<file path="src/rtl/rename_pkg.sv">
// Shared widths and types for the rename-aware register file.
package rename_pkg;

    localparam int XLEN       = 32;
    localparam int NREG       = 32;
    localparam int ROB_WIDTH  = 4;
    localparam int NREG_IDX_W = $clog2(NREG);

    typedef logic [NREG_IDX_W-1:0] reg_idx_t;
    typedef logic [ROB_WIDTH-1:0]  rob_tag_t;
    typedef logic [XLEN-1:0]       data_t;

endpackage

</file>
<file path="src/rtl/commit_match.sv">
// Compares one producer tag against every active commit port and returns the
// value of the youngest (highest-index) matching port.
module commit_match
    import rename_pkg::*;
#(
    parameter int TAG_W      = ROB_WIDTH,
    parameter int DATA_W     = XLEN,
    parameter int NUM_COMMIT = 2
) (
    input  logic [TAG_W-1:0]             tag_i,
    input  logic [NUM_COMMIT-1:0]        commit_valid_i,
    input  logic [NUM_COMMIT*TAG_W-1:0]  commit_tag_i,
    input  logic [NUM_COMMIT*DATA_W-1:0] commit_value_i,
    output logic                         hit_o,
    output logic [DATA_W-1:0]            value_o
);

    // Scan ports oldest to youngest so a later match overrides an earlier one.
    always_comb begin
        hit_o   = 1'b0;
        value_o = '0;
        for (int c = 0; c < NUM_COMMIT; c++) begin
            if (commit_valid_i[c] && (commit_tag_i[c*TAG_W +: TAG_W] == tag_i)) begin
                hit_o   = 1'b1;
                value_o = commit_value_i[c*DATA_W +: DATA_W];
            end
        end
    end

endmodule

</file>
<file path="src/rtl/register_file_rename.sv">
// Rename-aware architectural register file: combinational operand reads with
// commit forwarding, one destination rename per cycle, multi-port commit,
// flush of all pending renames and a registered busy-register counter.
module register_file_rename #(
    parameter int XLEN       = rename_pkg::XLEN,
    parameter int NREG       = rename_pkg::NREG,
    parameter int ROB_WIDTH  = rename_pkg::ROB_WIDTH,
    parameter int NUM_READ   = 2,
    parameter int NUM_COMMIT = 2
) (
    input  logic                            clk_in,
    input  logic                            rst_n_in,
    input  logic                            rdy_in,
    input  logic                            issue_valid,
    input  logic [$clog2(NREG)-1:0]         issue_rd,
    input  logic [ROB_WIDTH-1:0]            issue_tag,
    input  logic [NUM_READ*$clog2(NREG)-1:0] rs_id,
    output logic [NUM_READ*XLEN-1:0]        rs_value,
    output logic [NUM_READ*ROB_WIDTH-1:0]   rs_tag,
    output logic [NUM_READ-1:0]             rs_valid,
    input  logic [NUM_COMMIT-1:0]           commit_valid,
    input  logic [NUM_COMMIT*ROB_WIDTH-1:0] commit_tag,
    input  logic [NUM_COMMIT*XLEN-1:0]      commit_value,
    input  logic                            flush,
    output logic [$clog2(NREG):0]           busy_count
);

    localparam int IW = $clog2(NREG);
    localparam int CW = IW + 1;

    // Architectural state; entry 0 is never written and stays at its reset value.
    logic [XLEN-1:0]      value_q [NREG];
    logic [XLEN-1:0]      value_d [NREG];
    logic [ROB_WIDTH-1:0] tag_q   [NREG];
    logic [ROB_WIDTH-1:0] tag_d   [NREG];
    logic [NREG-1:0]      busy_q;
    logic [NREG-1:0]      busy_d;
    logic [CW-1:0]        busy_count_q;
    logic [CW-1:0]        busy_count_d;

    // Per-register commit match results used by the state update.
    logic [NREG-1:0]      st_hit;
    logic [XLEN-1:0]      st_value [NREG];

    int unsigned          n_set;
    int unsigned          n_clr;

    // ---------------------------------------------------------------------
    // Read ports: not busy -> stored value; busy -> forward a same-cycle
    // commit of the producer tag if there is one, otherwise wait on the tag.
    // A rename issued this cycle is deliberately not visible here.
    // ---------------------------------------------------------------------
    for (genvar p = 0; p < NUM_READ; p++) begin : g_read
        logic [IW-1:0]   id;
        logic            fwd_hit;
        logic [XLEN-1:0] fwd_value;

        assign id = rs_id[p*IW +: IW];

        commit_match #(
            .TAG_W      (ROB_WIDTH),
            .DATA_W     (XLEN),
            .NUM_COMMIT (NUM_COMMIT)
        ) u_fwd (
            .tag_i          (tag_q[id]),
            .commit_valid_i (commit_valid),
            .commit_tag_i   (commit_tag),
            .commit_value_i (commit_value),
            .hit_o          (fwd_hit),
            .value_o        (fwd_value)
        );

        assign rs_valid[p]                       = !busy_q[id] || fwd_hit;
        assign rs_value[p*XLEN +: XLEN]          = (busy_q[id] && fwd_hit) ? fwd_value : value_q[id];
        assign rs_tag[p*ROB_WIDTH +: ROB_WIDTH]  = tag_q[id];
    end

    // Register 0 never waits on a producer.
    assign st_hit[0]   = 1'b0;
    assign st_value[0] = '0;

    for (genvar r = 1; r < NREG; r++) begin : g_state
        commit_match #(
            .TAG_W      (ROB_WIDTH),
            .DATA_W     (XLEN),
            .NUM_COMMIT (NUM_COMMIT)
        ) u_cm (
            .tag_i          (tag_q[r]),
            .commit_valid_i (commit_valid),
            .commit_tag_i   (commit_tag),
            .commit_value_i (commit_value),
            .hit_o          (st_hit[r]),
            .value_o        (st_value[r])
        );
    end

    // Next state: commits write values and release, then flush clears every
    // busy bit or a rename re-arms its destination with the new tag.
    always_comb begin
        busy_d       = busy_q;
        busy_count_d = busy_count_q;
        n_set        = 0;
        n_clr        = 0;
        for (int r = 0; r < NREG; r++) begin
            value_d[r] = value_q[r];
            tag_d[r]   = tag_q[r];
        end

        if (rdy_in) begin
            for (int r = 1; r < NREG; r++) begin
                if (busy_q[r] && st_hit[r]) begin
                    value_d[r] = st_value[r];
                    busy_d[r]  = 1'b0;
                end
                if (flush) begin
                    busy_d[r] = 1'b0;
                end else if (issue_valid && (issue_rd == IW'(r))) begin
                    tag_d[r]  = issue_tag;
                    busy_d[r] = 1'b1;
                end
            end
        end

        for (int r = 0; r < NREG; r++) begin
            if (busy_q[r] && !busy_d[r]) n_clr = n_clr + 1;
            if (!busy_q[r] && busy_d[r]) n_set = n_set + 1;
        end

        if (rdy_in) begin
            if (flush) begin
                busy_count_d = '0;
            end else begin
                busy_count_d = busy_count_q + CW'(n_set) - CW'(n_clr);
            end
        end
    end

    // State registers with asynchronous return to the all-zero reset state.
    always_ff @(posedge clk_in or negedge rst_n_in) begin
        if (!rst_n_in) begin
            for (int r = 0; r < NREG; r++) begin
                value_q[r] <= '0;
                tag_q[r]   <= '0;
            end
            busy_q       <= '0;
            busy_count_q <= '0;
        end else begin
            for (int r = 0; r < NREG; r++) begin
                value_q[r] <= value_d[r];
                tag_q[r]   <= tag_d[r];
            end
            busy_q       <= busy_d;
            busy_count_q <= busy_count_d;
        end
    end

    assign busy_count = busy_count_q;

    // ---------------------------------------------------------------------
    // Invariants: the incremental counter tracks the busy bits exactly, and
    // no two busy registers share a producer tag.
    // ---------------------------------------------------------------------
    function automatic logic [CW-1:0] popcount(input logic [NREG-1:0] v);
        int n;
        n = 0;
        for (int i = 0; i < NREG; i++) n = n + int'(v[i]);
        return CW'(n);
    endfunction

    logic alias_err;

    // Pairwise tag comparison across busy registers.
    always_comb begin
        alias_err = 1'b0;
        for (int i = 0; i < NREG; i++) begin
            for (int j = i + 1; j < NREG; j++) begin
                if (busy_q[i] && busy_q[j] && (tag_q[i] == tag_q[j])) alias_err = 1'b1;
            end
        end
    end

    a_busy_count : assert property (@(posedge clk_in) disable iff (!rst_n_in)
        busy_count_q == popcount(busy_q));

    a_no_alias : assert property (@(posedge clk_in) disable iff (!rst_n_in)
        !alias_err);

endmodule

</file>
<file path="config.mk">
export PLATFORM = sky130hd
export DESIGN_NAME = register_file_rename
export DESIGN_NICKNAME = d
export VERILOG_FILES = /design/src/rtl/rename_pkg.sv /design/src/rtl/commit_match.sv /design/src/rtl/register_file_rename.sv
export SDC_FILE = /design/constraint.sdc
export NUM_CORES = 2
export LEC_CHECK = 0
export ABC_CLOCK_PERIOD_IN_PS = 18930
export BUFFER_PORTS_ARGS = -buffer_cell sky130_fd_sc_hd__buf_2
export CAP_MARGIN = 30
export CORE_ASPECT_RATIO = 0.5
export CORE_MARGIN = 4
export CORE_UTILIZATION = 50
export CTS_BUF_LIST = sky130_fd_sc_hd__clkbuf_2
export DETAILED_ROUTE_END_ITERATION = 8
export GPL_TIMING_DRIVEN = 1
export PLACE_DENSITY = 0.74
export SYNTH_ARGS = -nofsm -noshare
export SYNTH_HDL_FRONTEND = slang
export SYNTH_SLANG_ARGS = --single-unit
</file>
<file path="constraint.sdc">
create_clock -name clk_in -period 18.93 [get_ports clk_in]
set_input_delay 2.8395 -clock clk_in [delete_from_list [all_inputs] [get_ports clk_in]]
set_output_delay 2.8395 -clock clk_in [all_outputs]
set_load 0.005 [all_outputs]
</file>
==> reports/summary.txt <==
Outcome = finished clean
Tot Pwr = 5.37 mW
Final hold vios = 0
Dominant cell type by area after synthesis = dfrtp_1
P_sw = 1.82 mW
Slew margin rel. = 0.171
Total I/O pin count = 178
#FFs+latches synth = 1153
Share of cells above drive strength 1 = 0.249
Detailed-route DRC error count = 0
First DRT Iteration DRCs = 9759
Non-Filler Instances = 10200
First-pass GRT wire length = 450000 um
Fmax = 54.3 MHz
Leak = 36.5 nW
CORE AREA = 162000 um2
R2R cell count = 104
MaxCap Viol Count = 0
IO buf count = 177
Hold Buf Count CTS = 0
Vias in the first global route = 69000
M1 WL = 111000 um
Overall routed net length = 306000 um
Pins Over Slew Limit = 0
Inst Count DP = 9617
Chip height = 295 um
Unrepaired setup endpoints after global routing = true
Count of final setup violators = 0
Tmin final = 18.43 ns
Syn Nets = 8009
Max Clock Skew = 0.177 ns
Detail Route met3 WL = 45800 um
Antenna viol nets, final = 0
Clk pwr share = 0.321
Number of synthesis warnings = 0
Cells after Synth = 7841
Sequential share of power = 0.486
Most used cell, CP = xnor2_1
Routed vias = 69800
Pin count of the biggest net entering global routing = 168
Number of flops mapped to enable cells by yosys = 0
Starting Density = 0.507
Initial antenna violation count = 37
Count leader, synth = nand2_1
Internal = 3.55 mW
Met2 WL = 128000 um
Top cells by area, synth = dfrtp_1 35%, mux4_2 18%, mux2i_1 13%
NumNets Final = 7941
Area Overhead vs Synth = 8.12%
Setup CP Type = primary input to register
Fin crit share = 0.973
FILL cells = 13800
Sw frac = 0.339
Hold Path Class = register to register
Crit path launch type = primary input
Top cells by count, synth = 1172 x nand2_1, 1153 x dfrtp_1, 1094 x mux2i_1, 1055 x o21ai_0, 672 x clkbuf_1
Logic pwr share = 0.193
Global route total overflow = 0
# clock sinks = 1153
DR vias/cell = 6.86
H-tree Lvls = 5
Row cnt = 104
Post-synthesis cell area = 82300 um2
Slew @ Worst Pin = 1.24 ns
RD Place Congestion = 0.947
Die Wd = 582 um
Final HPWL DP = 177000 um
Worst vdd rail ir drop = 0.0000603 V
Die area = 172000 um2
Post-synth ARST share = 1.00
CTS tree = done
Post-synth top area share = 0.351
Ys flop type = dfrtp_1
Worst setup EP type = register
CP required = 20.50 ns
Hold depth = 2
PwrDens = 60.4 nW/um2
Clk_lat worst skew = 1.80 ns
Top sig layer = met5
CTS root buffer = clkbuf_2
Clock transition at path regs = 0.10 ns
Synth cell types = 111
Crit Path Max Fanout = 4
Slowest stage delay, CP = 0.48 ns
Drt pass-1 iters = 8
Register area share after synthesis = 0.351
CP arrival = 20.00 ns
WL/cell = 30.1 um
CTS max path bufs = 4
Critical path's slowest cell = fa_1
Synth Area per Inst = 10.5 um2
Clock buffer count from CTS = 303
All-layer global routing usage = 0.351
logic make-up after synthesis:
group | Yosys count | share of synthesized area
flops | 1153 | 0.351
mux | 1958 | 0.342
compound gates | 1509 | 0.105
fa+ha+maj | 71 | 0.0112
buf+inv | 944 | 0.0441
xor+xnor | 446 | 0.0535
other cells | 2 | 0.0000913
simple gates | 1758 | 0.0927
power groups by stage:
stage,Combinational (mW),Clock [mW],Sequential [mW]
floorplan,0.675,0,2.63
global placement,0.971,0,2.65
detailed placement,0.995,0,2.66
CTS,0.998,1.72,2.61
global route,1.10,1.85,2.62
finish,1.04,1.72,2.61
flip-flops by register name, summed over array words and instances, names as in the netlist:
register,count
value_q,992
tag_q,124
busy_q,31
busy_count,6
cell usage in the layout (no fill, tap or decap), drive strengths merged, types with 87 or more instances in the layout:
master	n
buf	483
xor2	252
nand2	1172
mux4	666
nor2	193
xnor2	184
mux2i	1094
inv	87
dfrtp	1153
mux2	198
a21oi	113
o21ai	1062
clkbuf	422
layer usage:
metal / vias up / global-route usage
li1: 28500 / -
met3: 1427 / 0.143
met2: 5441 / 0.499
met4: 24 / 0.228
met1: 34400 / 0.441
met5: - / 0.0164
critical path, delay by kind of cell:
kind	cells	cell delay (ns)
adder cells (fa/ha/maj)	18	5.28
AND/OR/NAND/NOR	33	4.27
AO/OA/AOI/OAI	25	3.28
XOR/XNOR	19	3.00
multiplexers	5	0.95
buffers and inverters	5	0.33
what timing repair did:
action,4_1_cts,5_1_grt
endpoints found under the setup margin,0,1
buffers inserted,0,7
gates resized for setup,0,37
final cells by class:
| cell class | count | area, um2 | area share |
|---|---|---|---|
| Clock inverter | 69 | 292 | 0.00328 |
| Sequential cell | 1153 | 28900 | 0.324 |
| Multi-Input combinational cell | 5744 | 50600 | 0.569 |
| Tap cell | 2173 | 2720 | 0.0306 |
| Timing Repair Buffer | 485 | 3940 | 0.0443 |
| Antenna cell | 34 | 85.1 | 0.000956 |
| Clock buffer | 420 | 2100 | 0.0236 |
| Inverter | 86 | 325 | 0.00366 |
worst paths after layout:
check	from	endpoint	slack [ns]
max reg2reg	tag_q[123]	busy_count[5]	1.29
min reg2reg	value_q[422]	value_q[422]	0.51
min in group asynchronous	rst_n_in	value_q[918]	1.15
max	commit_tag[6]	busy_count[5]	0.50
min	value_q[422]	value_q[422]	0.51
max in group asynchronous	rst_n_in	value_q[185]	13.72
per-stage QoR:
step	util	hold WS (ns)	TNS (ns)	instance area (um2)	setup slack, ns
CTS	0.544	0.506	0	88200	0.480
detailed placement	0.529	0.484	-1.86	85800	-1.26
global placement	0.527	0.472	-1.03	85400	-0.983
global route	0.548	0.536	-0.507	88900	-0.507
floorplan	-	0.460	-0.780	82600	-0.780
finish	0.549	0.506	0	89000	0.503
No activity file was read; power rests on OpenSTA's default activity.
